<file path="src/rtl/gc_dispatcher_pkg.sv">
// Shared definitions for the gc_dispatcher slice.
//   - Default sizing for the dispatcher: core count, counter, stride and
//     iteration-count widths.
//   - Dispatcher state encoding used by the top-level FSM.
package gc_dispatcher_pkg;

  localparam int N_CORE_DEF    = 6;
  localparam int GC_WIDTH_DEF  = 32;
  localparam int GD_WIDTH_DEF  = 16;
  localparam int CNT_WIDTH_DEF = 32;

  typedef enum logic [1:0] {
    DISP_IDLE  = 2'd0,
    DISP_RUN   = 2'd1,
    DISP_DRAIN = 2'd2
  } disp_state_e;

endpackage : gc_dispatcher_pkg

</file>
<file path="src/rtl/gc_prefix_count.sv">
// Exclusive prefix popcount over an N-bit vector.
//   bits   : input vector
//   prefix : prefix[i] = number of set bits in bits[i-1:0] (prefix[0] = 0)
//   total  : number of set bits in the whole vector
// Purely combinational. Each running sum lives in its own generate scope
// so the ripple chain is a set of independent nets rather than one vector
// that feeds back into itself.
module gc_prefix_count #(
  parameter int N  = 6,
  parameter int CW = $clog2(N) + 1
) (
  input  logic [N-1:0]         bits,
  output logic [N-1:0][CW-1:0] prefix,
  output logic [CW-1:0]        total
);

  genvar gi;
  generate
    for (gi = 0; gi <= N; gi++) begin : g_acc
      logic [CW-1:0] cnt;
      if (gi == 0) begin : g_first
        assign cnt = '0;
      end else begin : g_next
        assign cnt = g_acc[gi-1].cnt + CW'(bits[gi-1]);
      end
    end

    for (gi = 0; gi < N; gi++) begin : g_out
      assign prefix[gi] = g_acc[gi].cnt;
    end
  endgenerate

  assign total = g_acc[N].cnt;

endmodule : gc_prefix_count

</file>
<file path="src/rtl/gc_dispatcher.sv">
// Central work-index dispatcher for the parallel region.
// A parent fork loads a start value (gc), a signed stride (gd) and an
// iteration count. While running, every cycle the requesting cores are
// granted consecutive indices in core-index order until the count runs out;
// the dispatcher then drains until all child cores report ending and pulses
// done.
// Ports:
//   clk, rst          : clock, synchronous active-high reset
//   fork_valid/ready  : fork handshake (ready only while idle)
//   fork_gc/gd/count  : start value, signed stride, number of indices
//   req_valid[i]      : core i wants one index this cycle
//   grant[i]          : core i receives gc_assign[i] this cycle (combinational)
//   gc_assign[i]      : index for core i, valid only with grant[i]
//   gd_sign           : sign bit of the current stride
//   ending[i]         : child core i is idle/ending (bit 0 unused)
//   remaining         : indices not yet handed out
//   running           : dispatcher is in RUN
//   done              : one-cycle pulse when DRAIN completes
module gc_dispatcher
  import gc_dispatcher_pkg::*;
#(
  parameter int N_CORE    = N_CORE_DEF,
  parameter int GC_WIDTH  = GC_WIDTH_DEF,
  parameter int GD_WIDTH  = GD_WIDTH_DEF,
  parameter int CNT_WIDTH = CNT_WIDTH_DEF
) (
  input  logic                             clk,
  input  logic                             rst,
  input  logic                             fork_valid,
  output logic                             fork_ready,
  input  logic [GC_WIDTH-1:0]              fork_gc,
  input  logic [GD_WIDTH-1:0]              fork_gd,
  input  logic [CNT_WIDTH-1:0]             fork_count,
  input  logic [N_CORE-1:0]                req_valid,
  output logic [N_CORE-1:0]                grant,
  output logic [N_CORE-1:0][GC_WIDTH-1:0]  gc_assign,
  output logic                             gd_sign,
  input  logic [N_CORE-1:0]                ending,
  output logic [CNT_WIDTH-1:0]             remaining,
  output logic                             running,
  output logic                             done
);

  localparam int PCW = $clog2(N_CORE) + 1;
  // Core 0 is the parent; forcing its bit high makes the reduction cover
  // only the children and leaves it vacuously true for a single core.
  localparam logic [N_CORE-1:0] PARENT_MASK = N_CORE'(1);

  disp_state_e          state_q, state_d;
  logic [GC_WIDTH-1:0]  gc_q, gc_d;
  logic [GD_WIDTH-1:0]  gd_q, gd_d;
  logic [CNT_WIDTH-1:0] rem_q, rem_d;
  logic                 done_q, done_d;

  logic [N_CORE-1:0][PCW-1:0] req_prefix;
  logic [N_CORE-1:0][PCW-1:0] grant_prefix;
  logic [PCW-1:0]             req_total;
  logic [PCW-1:0]             grant_total;

  logic                 in_run;
  logic                 all_fit;
  logic                 ending_all;
  logic [GC_WIDTH-1:0]  gd_ext;
  logic [GC_WIDTH-1:0]  gc_step;
  logic [CNT_WIDTH-1:0] rem_after;

  // p_i: requests at lower indices than core i.
  gc_prefix_count #(
    .N  (N_CORE),
    .CW (PCW)
  ) u_req_prefix (
    .bits   (req_valid),
    .prefix (req_prefix),
    .total  (req_total)
  );

  // k_i: grants at lower indices than core i; total is G for the update.
  gc_prefix_count #(
    .N  (N_CORE),
    .CW (PCW)
  ) u_grant_prefix (
    .bits   (grant),
    .prefix (grant_prefix),
    .total  (grant_total)
  );

  assign in_run     = (state_q == DISP_RUN);
  // When every request fits in what is left, no per-core compare matters.
  assign all_fit    = (CNT_WIDTH'(req_total) <= rem_q);
  assign ending_all = &(ending | PARENT_MASK);
  assign gd_ext     = GC_WIDTH'($signed(gd_q));
  assign gc_step    = GC_WIDTH'(grant_total) * gd_ext;
  assign rem_after  = rem_q - CNT_WIDTH'(grant_total);

  genvar gi;
  generate
    for (gi = 0; gi < N_CORE; gi++) begin : g_core
      assign grant[gi] = in_run && req_valid[gi] &&
                         (all_fit || (CNT_WIDTH'(req_prefix[gi]) < rem_q));
      // Modulo-2^GC_WIDTH; a negative stride counts down through zero.
      assign gc_assign[gi] = gc_q + GC_WIDTH'(grant_prefix[gi]) * gd_ext;
    end
  endgenerate

  always_comb begin
    state_d = state_q;
    gc_d    = gc_q;
    gd_d    = gd_q;
    rem_d   = rem_q;
    done_d  = 1'b0;
    case (state_q)
      DISP_IDLE: begin
        if (fork_valid) begin
          gc_d    = fork_gc;
          gd_d    = fork_gd;
          rem_d   = fork_count;
          state_d = (fork_count == '0) ? DISP_DRAIN : DISP_RUN;
        end
      end
      DISP_RUN: begin
        // With no grants this leaves gc and remaining untouched.
        gc_d  = gc_q + gc_step;
        rem_d = rem_after;
        if (rem_after == '0) begin
          state_d = DISP_DRAIN;
        end
      end
      DISP_DRAIN: begin
        if (ending_all) begin
          state_d = DISP_IDLE;
          done_d  = 1'b1;
        end
      end
      default: begin
        state_d = DISP_IDLE;
      end
    endcase
  end

  always_ff @(posedge clk) begin
    if (rst) begin
      state_q <= DISP_IDLE;
      gc_q    <= '0;
      gd_q    <= '0;
      rem_q   <= '0;
      done_q  <= 1'b0;
    end else begin
      state_q <= state_d;
      gc_q    <= gc_d;
      gd_q    <= gd_d;
      rem_q   <= rem_d;
      done_q  <= done_d;
    end
  end

  assign fork_ready = (state_q == DISP_IDLE);
  assign running    = in_run;
  assign done       = done_q;
  assign remaining  = rem_q;
  assign gd_sign    = gd_q[GD_WIDTH-1];

endmodule : gc_dispatcher

</file>
<file path="config.mk">
export PLATFORM = sky130hd
export DESIGN_NAME = gc_dispatcher
export DESIGN_NICKNAME = d
export VERILOG_FILES = /design/src/rtl/gc_dispatcher_pkg.sv /design/src/rtl/gc_prefix_count.sv /design/src/rtl/gc_dispatcher.sv
export SDC_FILE = /design/constraint.sdc
export NUM_CORES = 1
export LEC_CHECK = 0
export BUFFER_PORTS_ARGS = -buffer_cell sky130_fd_sc_hd__buf_4
export CORE_AREA = 4 4 270 272
export CTS_CLUSTER_DIAMETER = 200
export DETAILED_ROUTE_END_ITERATION = 12
export DIE_AREA = 0 0 274 276
export GPL_TIMING_DRIVEN = 0
export SYNTH_ARGS = -nofsm -noshare
export SYNTH_HDL_FRONTEND = slang
export SYNTH_SLANG_ARGS = --single-unit
</file>
<file path="constraint.sdc">
create_clock -name clk -period 43 [get_ports clk]
set_input_delay 8.6 -clock clk [delete_from_list [all_inputs] [get_ports clk]]
set_output_delay 8.6 -clock clk [all_outputs]
set_load 0.01 [all_outputs]
</file>
; Word level (Yosys, flattened, before mapping)
; Index checks and enable logic that the tools add are counted.
[op_classes]
multipliers = 6
magnitude_cmp = 7
n_addsub = 17
n_eq_ne = 5
reduce_logical = 27
mux = 10
bitwise = 1
[ops]
columns = operator, count
row1 = 32-bit adder, 6
row2 = 4-bit by 32-bit < comparator with 1-bit output, 4
row3 = 32-bit case mux with 2 select lines, 2
row4 = 5-bit by 16-bit multiplier with 21-bit output, 4
row5 = 32-bit logical NOT, 2
row6 = 32-bit 2-to-1 mux, 2
row7 = 4-bit by 1-bit adder with 4-bit output, 8
row8 = 4-bit by 32-bit <= comparator with 1-bit output, 1
row9 = 1-bit by 32-bit < comparator with 1-bit output, 1
row10 = 1-bit by 32-bit < comparator with 1-bit output (first input constant), 1
row11 = 1-bit by 32-bit multiplier with 32-bit output, 1
row12 = 32-bit by 4-bit subtractor with 32-bit output, 1
row13 = 3-bit by 16-bit multiplier with 19-bit output, 1
row14 = 1-bit logical AND, 12
row15 = 2-bit 2-to-1 mux, 4
row16 = 1-bit logical OR, 6
row17 = 2-bit case mux with 3 select lines, 1
row18 = 5-bit AND reduction, 1
row19 = 1-bit by 1-bit adder with 2-bit output, 2
row20 = 2-bit inequality test (second input constant), 2
row21 = 2-bit AND reduction, 2
row22 = 3-bit AND reduction, 1
row23 = 2-bit by 1-bit == test with 1-bit output (second input constant), 1
row24 = 2-bit == test (second input constant), 1
row25 = 6 further kinds, 6
[word_totals]
register_bits = 83
in_bits = 95
elab_cells = 78
out_inout_bits = 234

; Depth between registers and ports, before layout
; Gate-level depths: netlist (run 1).
[depth]
word_depth = 17
ltp_mapped = 52
depth_no_buf = 49

; Modules after synthesis
; Synthesis (run 1) repeated with hierarchy kept, for this count alone.
[unflattened]
hier_cells = 4073
hier_area_um2 = 31679.1
[by_module_without_submodules]
columns = module, cells_per_inst, seq_area_each_um2, area_each_um2, instances
row1 = gc_dispatcher, 4003, 1661.6, 31018.5, 1
row2 = gc_prefix_count, 35, 0.0, 330.3, 2

; Least setup slack after synthesis (run 1)
; No wires, ideal clock.
[synth_path]
path_kind = input port to output port
start = in req_valid[0]
end = out gc_assign[191] (netlist name)
t_arrival_ns = 19.946
cell_stages = 50
required_time_ns = 34.400
path_buffers = 4
slack_ns = 14.454
path_cell_list = fa_1 ha_1 inv_1 fa_1 inv_1 ha_1 ha_1 ha_1 nor2b_1 o21a_1 o21a_1 o211ai_1 nor4_1 a21oi_1 clkbuf_1 inv_1 fa_1 inv_1 (+14 left out) a21o_1 a21o_1 a21oi_1 o21ai_0 a2111oi_0 o21bai_1 a21oi_1 xnor2_1 ha_1 a21o_1 a21o_1 a21oi_1 o21bai_1 a21o_1 a21o_1 a21oi_1 o21ai_0 xor2_1
[synth_rtl]
columns = item, line
row1 = "start, declared", gc_dispatcher.sv:34  ; input logic [N_CORE-1:0] req_valid,
row2 = "end, declared", gc_dispatcher.sv:36  ; output logic [N_CORE-1:0][GC_WIDTH-1:0] gc_assign,

==> results of run 1 <==
## cells by family after synthesis
| group | count (synthesis) | share of synthesized area, % |
|---|---|---|
| and+or+nand+nor | 1041 | 21.9 |
| AOI/OAI and AO/OA | 825 | 22.1 |
| adders and majority gates | 540 | 31.6 |
| buffers and inverters | 472 | 7.32 |
| xor gates and xnor gates | 270 | 9.86 |
| DFF | 83 | 6.81 |
| muxes | 10 | 0.420 |
## stage by stage
| stage | worst slack, ns | utilization, % | std cells |
|---|---|---|---|
| global route | 10.08 | 40.1 | 4534 |
| finish | 11.17 | 40.1 | 4536 |
| CTS | 11.18 | 40.1 | 4534 |
| detailed placement | 11.26 | 39.7 | 4518 |
| floorplan | 14.45 | - | 3241 |
| global placement | 11.24 | 39.6 | 4517 |
## power breakdown
part	switching [mW]	leakage, nW	total [mW]	internal (mW)
combinational	0.210	14.0	0.364	0.154
clock	0.0386	0.144	0.0808	0.0422
sequential	0.0376	0.686	0.124	0.0862
total	0.286	14.8	0.568	0.282
## Yosys cell counts, types with 26 or more instances
cell	number	share of area, %
fa_1	127	10
a211oi_1	34	1.0
xnor2_1	199	7.1
inv_1	379	5.8
a21o_1	87	2.7
ha_1	413	21
o21a_1	42	1.3
o221ai_1	26	0.93
and2_1	222	5.7
and3_1	34	0.87
xor2_1	68	2.4
nor3_1	69	1.4
nand2_1	250	3.8
nand2b_1	39	1.0
dfxtp_1	83	6.8
nor2b_1	51	1.3
a21oi_1	264	5.4
o21ai_0	128	2.6
nor2_1	197	3.0
clkbuf_1	79	1.2
nand3_1	54	1.1
o21bai_1	46	1.4
## path summary, 6_finish.rpt
kind                       from             end  slack [ns]
setup reg to reg   remaining[1]        gc_q[31]       29.45
hold reg to reg   remaining[28]   remaining[28]        0.52
setup / recovery   req_valid[0]  gc_assign[191]       11.17
hold / removal    remaining[28]   remaining[28]        0.52
## layer usage
layer  up-vias  GRT usage, %
met5         -             0
met4         0          6.28
met3       118          2.51
met2       717          39.4
met1     11607          29.9
li1      11999             -
## critical path, delay by kind of cell
kind | cells | cell delay [ns]
buffers and inverters | 12 | 2.42
AOI/OAI and AO/OA | 19 | 4.46
xor gates and xnor gates | 3 | 1.48
adders and majority gates | 14 | 5.66
and+or+nand+nor | 4 | 0.58
## cell type report
cell class              count  area, um2  share of cell area, %
clock inverters             6       56.3                  0.198
clock buffers              10        239                  0.842
flip-flops and latches     83       1660                   5.86
well taps                 950       1190                   4.19
repair buffers            327       2450                   8.65
diodes                      2       5.00                 0.0176
inverters                 379       1420                   5.01
multi-input cells        2686      21000                   73.9
plain buffers              93        365                   1.29
## flip-flops by register name (all words and copies together), names as in the netlist
name,count
done,1
remaining,32
gd_q,16
gc_q,32
state_q,2
==> out/metrics.csv, run 1 <==
stage;metric;value;unit
run_status;status;finished, final reports clean;
timing;tns;0;ns
layout;layout_common_cells;ha_1 (413), inv_1 (379), buf_4 (327);
power;peakVddDrop;16.0;uV
clocking;cts_resized;0;
setup_path;critPathKind;input port to primary output;
synth;yosys_warnings;0;
synth;synth_top_flop_cell;dfxtp_1;
power;pwr_density_cell;20.0;nW/um2
setup_path;critPathMostFrequentCell;ha_1;
synth;ys_ff_latch;83;
routing;vias;24441;
setup_path;cp_slowest_cell;xnor2_1;
timing;max_slew_margin;10.4;%
layout;syn_to_final_growth;16.2;%
setup_path;crit_path_start_kind;input port;
setup_path;slowest_delay;0.75;ns
synth;ys_seq_area_share;6.81;%
synth;syn_area_per_cell;7.53;um2
routing;dr.pass1.iters;7;
global_routing;grt_max_degree;18;
power;p_total;568;uW
setup_path;worst-path-max-fanout;11;
clocking;post_cts_buffers;0;
synth;synth_area;24400;um2
synth;ys_types;81;
die;core_area;70800;um2
routing;highest_layer;met4;
die;start_util;34.5;%
routing;route.met3.wl;5010;um
synth;syn-num-nets;3876;
die;die_x;274;um
clocking;hold_buffers;0;
clocking;clk_path_buf_depth;2;
global_routing;grt_overflow;0;
global_routing;grt_first_pass_wirelength;135000;um
routing;dr.first_iter.drc_count;1650;
synth;synth_edf_count;0;
routing;dr_wl_met2;42500;um
hold_path;worstHoldPathType;register to register;
synth;async_flop_share;0;%
synth;syn_inst;3241;
routing;drc;0;
setup_path;cp_data_arrival_time;23.23;ns
die;rows;98;
routing;vias_per_cell;5.39;
timing;holdWs;0.520;ns
routing;avgRoutedWirePerCell;19.8;um
routing;finalWirelength;90000;um
routing;final_antenna_net_count;0;
timing;rsz0062_at_grt;no;
timing;worstMarginPinSlew;1.33;ns
clocking;clock-root-buffer;clkbuf_16;
timing;finalCritPeriodShare;74.0;%
die;die_y;276;um
job;drv_cap;0;
clocking;htreeDepth;3;
die;io_pins;329;
global_routing;grt_usage;22.8;%
timing;maxSlewViolCount;0;
timing;skew;0.0124;ns
timing;max_freq;0.0314;GHz
clocking;cts_sinks;83;
clocking;cts_buffers;9;
global_routing;antenna_found_initial;3;
layout;postLayoutCellArea;28400;um2
setup_path;required;34.40;ns
clocking;clk_latency;0.36;ns
layout;fillers;7504;
timing;finalCriticalPeriod;31.83;ns
layout;drive_gt1_share;10.5;%
timing;finalSetupViolations;0;
place;place_area;28100;um2
timing;hold_viol_final;0;
clocking;cts.clk_slew.worst_paths;0.07;ns
clocking;cts_tree;done;
die;die_area;75600;um2
hold_path;hold_depth;2;
place;globalplace.congestion;0.938;
setup_path;ff2ff_path_depth;45;
power;p_leak;14.8;nW
layout;final_common_cell;ha_1;
global_routing;grt_pass1_vias;23260;
place;port_buffers;326;
routing;met1_length;39700;um
place;hpwl;73200;um
layout;layout.nets;4214;
setup_path;cp-end-kind;primary output;
Power figures use the tool's default switching activity.
==> run 2: changes to the inputs <==
--- a/config.mk
+++ b/config.mk
@@ -5,11 +5,12 @@
 export SDC_FILE = /design/constraint.sdc
 export NUM_CORES = 1
 export LEC_CHECK = 0
+export ABC_AREA = 1
 export BUFFER_PORTS_ARGS = -buffer_cell sky130_fd_sc_hd__buf_4
-export CORE_AREA = 4 4 270 272
+export CORE_AREA = 4 4 276 278
 export CTS_CLUSTER_DIAMETER = 200
 export DETAILED_ROUTE_END_ITERATION = 12
-export DIE_AREA = 0 0 274 276
+export DIE_AREA = 0 0 280 282
 export GPL_TIMING_DRIVEN = 0
 export SYNTH_ARGS = -nofsm -noshare
 export SYNTH_HDL_FRONTEND = slang
==> constraint.sdc (replaced) <==
create_clock -name clk -period 29.3 [get_ports clk]
set_input_delay 5.86 -clock clk [delete_from_list [all_inputs] [get_ports clk]]
set_output_delay 5.86 -clock clk [all_outputs]
set_load 0.01 [all_outputs]
==> run 2 against run 1 <==
Compared with the run above: critical path depth increased by 3; register-to-register slack got worse by 11 ns; global-route usage increased by 1.3 points; worst setup slack worse by 6.4 ns; combinational power rose to 5.1 times the previous value; sequential power grew to 2.6 times the previous value; die area increased by 4.4%; final cell count rose by 19%; final area grew 4.5%; total power grew to 4.1 times the previous value; critical endpoint is now gc_assign[190]; largest cell class unchanged.
==> out/metrics.csv, run 2 <==
stage;metric;value;unit;change
timing;layout_setup_ws;4.74;ns;-6.43 ns
synth;yosys_warnings;0;;unchanged
synth;ys_top_cells_by_count;nand2_1 (845), inv_1 (718), nor2_1 (443);;
place;globalplace.congestion;0.931;;-0.76%
layout;syn_to_final_growth;15.4;%;
setup_path;crit_path_start_kind;input port;;
global_routing;grt_first_pass_wirelength;148000;um;+9.6%
hold_path;worstHoldPathType;register to register;;
clocking;clk_path_buf_depth;2;;unchanged
timing;tns;0;ns;unchanged
place;dp_cells;5374;;+19%
routing;vias;27483;;+12%
global_routing;use_met2;38.8;%;-0.66 points
timing;max_freq;0.0407;GHz;
layout;layout_common_cells;nand2_1 (845), inv_1 (718), nor2_1 (443);;
global_routing;top_usage_layer;met2;;
setup_path;worst-path-max-fanout;11;;unchanged
place;port_buffers;326;;unchanged
setup_path;cp_data_arrival_time;18.70;ns;-4.53 ns
setup_path;cp-end-kind;primary output;;
hold_path;hold_start;state_q[1];;
synth;synth_most_common_cell;nand2_1;;
power;pwr_density_cell;78.0;nW/um2;+290%
global_routing;use_met1;31.8;%;+1.9 points
hold_path;hold_depth;2;;unchanged
die;io_pins;329;;unchanged
setup_path;ff2ff_path_depth;48;;+6.7%
global_routing;antenna_found_initial;7;;+4
die;core_area;73900;um2;+4.5%
routing;vias_per_cell;5.10;;-5.4%
die;rows;100;;+2.0%
die;die_y;282;um;+2.2%
routing;finalWirelength;98000;um;+9.0%
synth;syn-num-nets;4714;;+22%
routing;dr.first_iter.drc_count;1782;;+8.0%
power;p_leak;17.1;nW;+16%
setup_path;cp_slowest_cell;fa_1;;
synth;async_flop_share;0;%;unchanged
die;die_area;79000;um2;+4.4%
global_routing;met3_usage;4.05;%;+1.5 points
clocking;htreeDepth;3;;unchanged
clocking;cts.clk_slew.worst_paths;0.07;ns;about the same
timing;hold_viol_final;0;;unchanged
global_routing;grt_overflow;0;;unchanged
setup_path;critPathKind;input port to primary output;;
synth;ys_types;55;;-32%
setup_path;regToRegStartpoint;remaining[1];;
layout;final_cells;5393;;+19%
timing;skew;0.00884;ns;-0.00352 ns
setup_path;required;23.44;ns;-10.96 ns
synth;synth_top_area_share;20.1;%;-1.0 points
setup_path;worst-path-buf-inv;14;;+2
setup_path;r2r_end;gc_q[31];;
setup_path;critPathMostFrequentCell;inv_1;;
synth;synth_top_flop_cell;dfxtp_1;;
global_routing;grt_usage;24.0;%;+1.3 points
routing;dr.pass1.iters;6;;-1
timing;rsz0062_at_grt;no;;
synth;ys_seq_area_share;6.47;%;-0.33 points
clocking;clk_latency;0.36;ns;about the same
die;die_x;280;um;+2.2%
layout;fillers;8209;;+9.4%
clocking;cts_buffers;9;;unchanged
timing;max_slew_margin;21.2;%;+11 points
routing;final_antenna_net_count;0;;unchanged
synth;yosysTopAreaCell;ha_1;;
clocking;post_cts_buffers;0;;unchanged
clocking;cts_tree;done;;
synth;syn_area_per_cell;6.29;um2;-16%
timing;maxSlewViolCount;0;;unchanged
timing;worstMarginPinSlew;1.17;ns;-0.159 ns
synth;ys_ff_latch;83;;unchanged
synth;synth_area;25700;um2;+5.2%
layout;drive_gt1_share;8.93;%;-1.6 points
synth;synthTopCellsByArea;ha_1 (20%), nand2_1 (12%), inv_1 (10%);;
job;drv_cap;0;;unchanged
power;peakVddDrop;47.1;uV;+190%
routing;drc;0;;unchanged
synth;syn_inst;4079;;+26%
clocking;cts_sinks;83;;unchanged
routing;avgRoutedWirePerCell;18.2;um;-8.4%
setup_path;rrSetupSlack;18.17;ns;-11.28 ns
timing;finalCriticalPeriod;24.56;ns;
place;hpwl;81600;um;+12%
setup_path;slowest_delay;0.55;ns;-0.20 ns
clocking;cts_resized;0;;unchanged
global_routing;grt_max_degree;18;;unchanged
global_routing;grt_pass1_vias;26264;;+13%
power;p_total;2.31;mW;+310%
place;pre_cts_ws;4.78;ns;-6.48 ns
die;start_util;34.7;%;+0.21 points
run_status;status;finished, final reports clean;;
layout;final_common_cell;nand2_1;;
synth;synth_edf_count;0;;unchanged
layout;layout.nets;5052;;+20%
timing;finalCritPeriodShare;83.8;%;
setup_path;crit_family;adder cells;;
clocking;clock-root-buffer;clkbuf_16;;
timing;finalSetupViolations;0;;unchanged
clocking;hold_buffers;0;;unchanged
hold_path;worstHoldEndpoint;done;;
==> run 2: worst max path at each step <==
stage          cells past startpoint          from             end  slack, ns
2_1_floorplan                     56  req_valid[0]  gc_assign[188]       7.44
5_1_grt                           56  req_valid[0]  gc_assign[190]       3.72
6_report                          55  req_valid[0]  gc_assign[190]       4.74
4_1_cts                           56  req_valid[0]  gc_assign[190]       4.76
3_3_place_gp                      56  req_valid[0]  gc_assign[190]       4.87
3_5_place_dp                      56  req_valid[0]  gc_assign[190]       4.78
==> run 2: logic make-up (layout without fill, tap and decap cells) <==
group	Yosys count	count (layout)	synth area share (%)
buf+inv	812	1155	11.9
other cells	0	2	0
flops	83	83	6.47
compound gates	811	811	17.5
simple gates	1573	1573	25.1
fa+ha+maj	540	540	30.0
xor+xnor	260	260	8.97
==> run 2: metal layers <==
layer  vias up  part of all wire, %
li1      13881                    -
met2       817                   43
met5         -                0.012
met3       143                  6.8
met1     12640                   45
met4         2                  5.2
==> run 2: final cells by class <==
type	instances	area [um2]	area share (%)
Tap cell	969	1210	4.09
Buffer	85	337	1.14
Multi-Input combinational cell	3184	20900	70.7
Inverter	727	2730	9.21
Timing Repair Buffer	327	2450	8.28
Antenna cell	2	5.00	0.0169
Clock buffer	10	239	0.806
Clock inverter	6	48.8	0.165
Sequential cell	83	1660	5.61
==> run 2: per-stage QoR <==
| stage | utilization [%] | area, um2 | hold slack [ns] |
|---|---|---|---|
| floorplan | - | 25700 | 0.473 |
| global placement | 39.7 | 29300 | 0.476 |
| detailed placement | 39.7 | 29300 | 0.486 |
| CTS | 40.1 | 29600 | 0.501 |
| global route | 40.1 | 29600 | 0.531 |
| finish | 40.1 | 29600 | 0.511 |
==> run 2: worst reg2reg max path, delay by kind of cell, from the launching register on <==
family | cells | cell delay, ns
compound gates | 7 | 1.16
flops | 1 | 0.49
buf+inv | 9 | 1.65
simple gates | 20 | 2.38
xor+xnor | 2 | 1.14
fa+ha+maj | 10 | 4.19
==> run 2: where the power goes <==
group	switching [mW]	internal (mW)	leakage, nW
Sequential	0.168	0.153	0.687
Combinational	1.17	0.702	16.3
Clock	0.0583	0.0609	0.137
Total	1.39	0.916	17.1
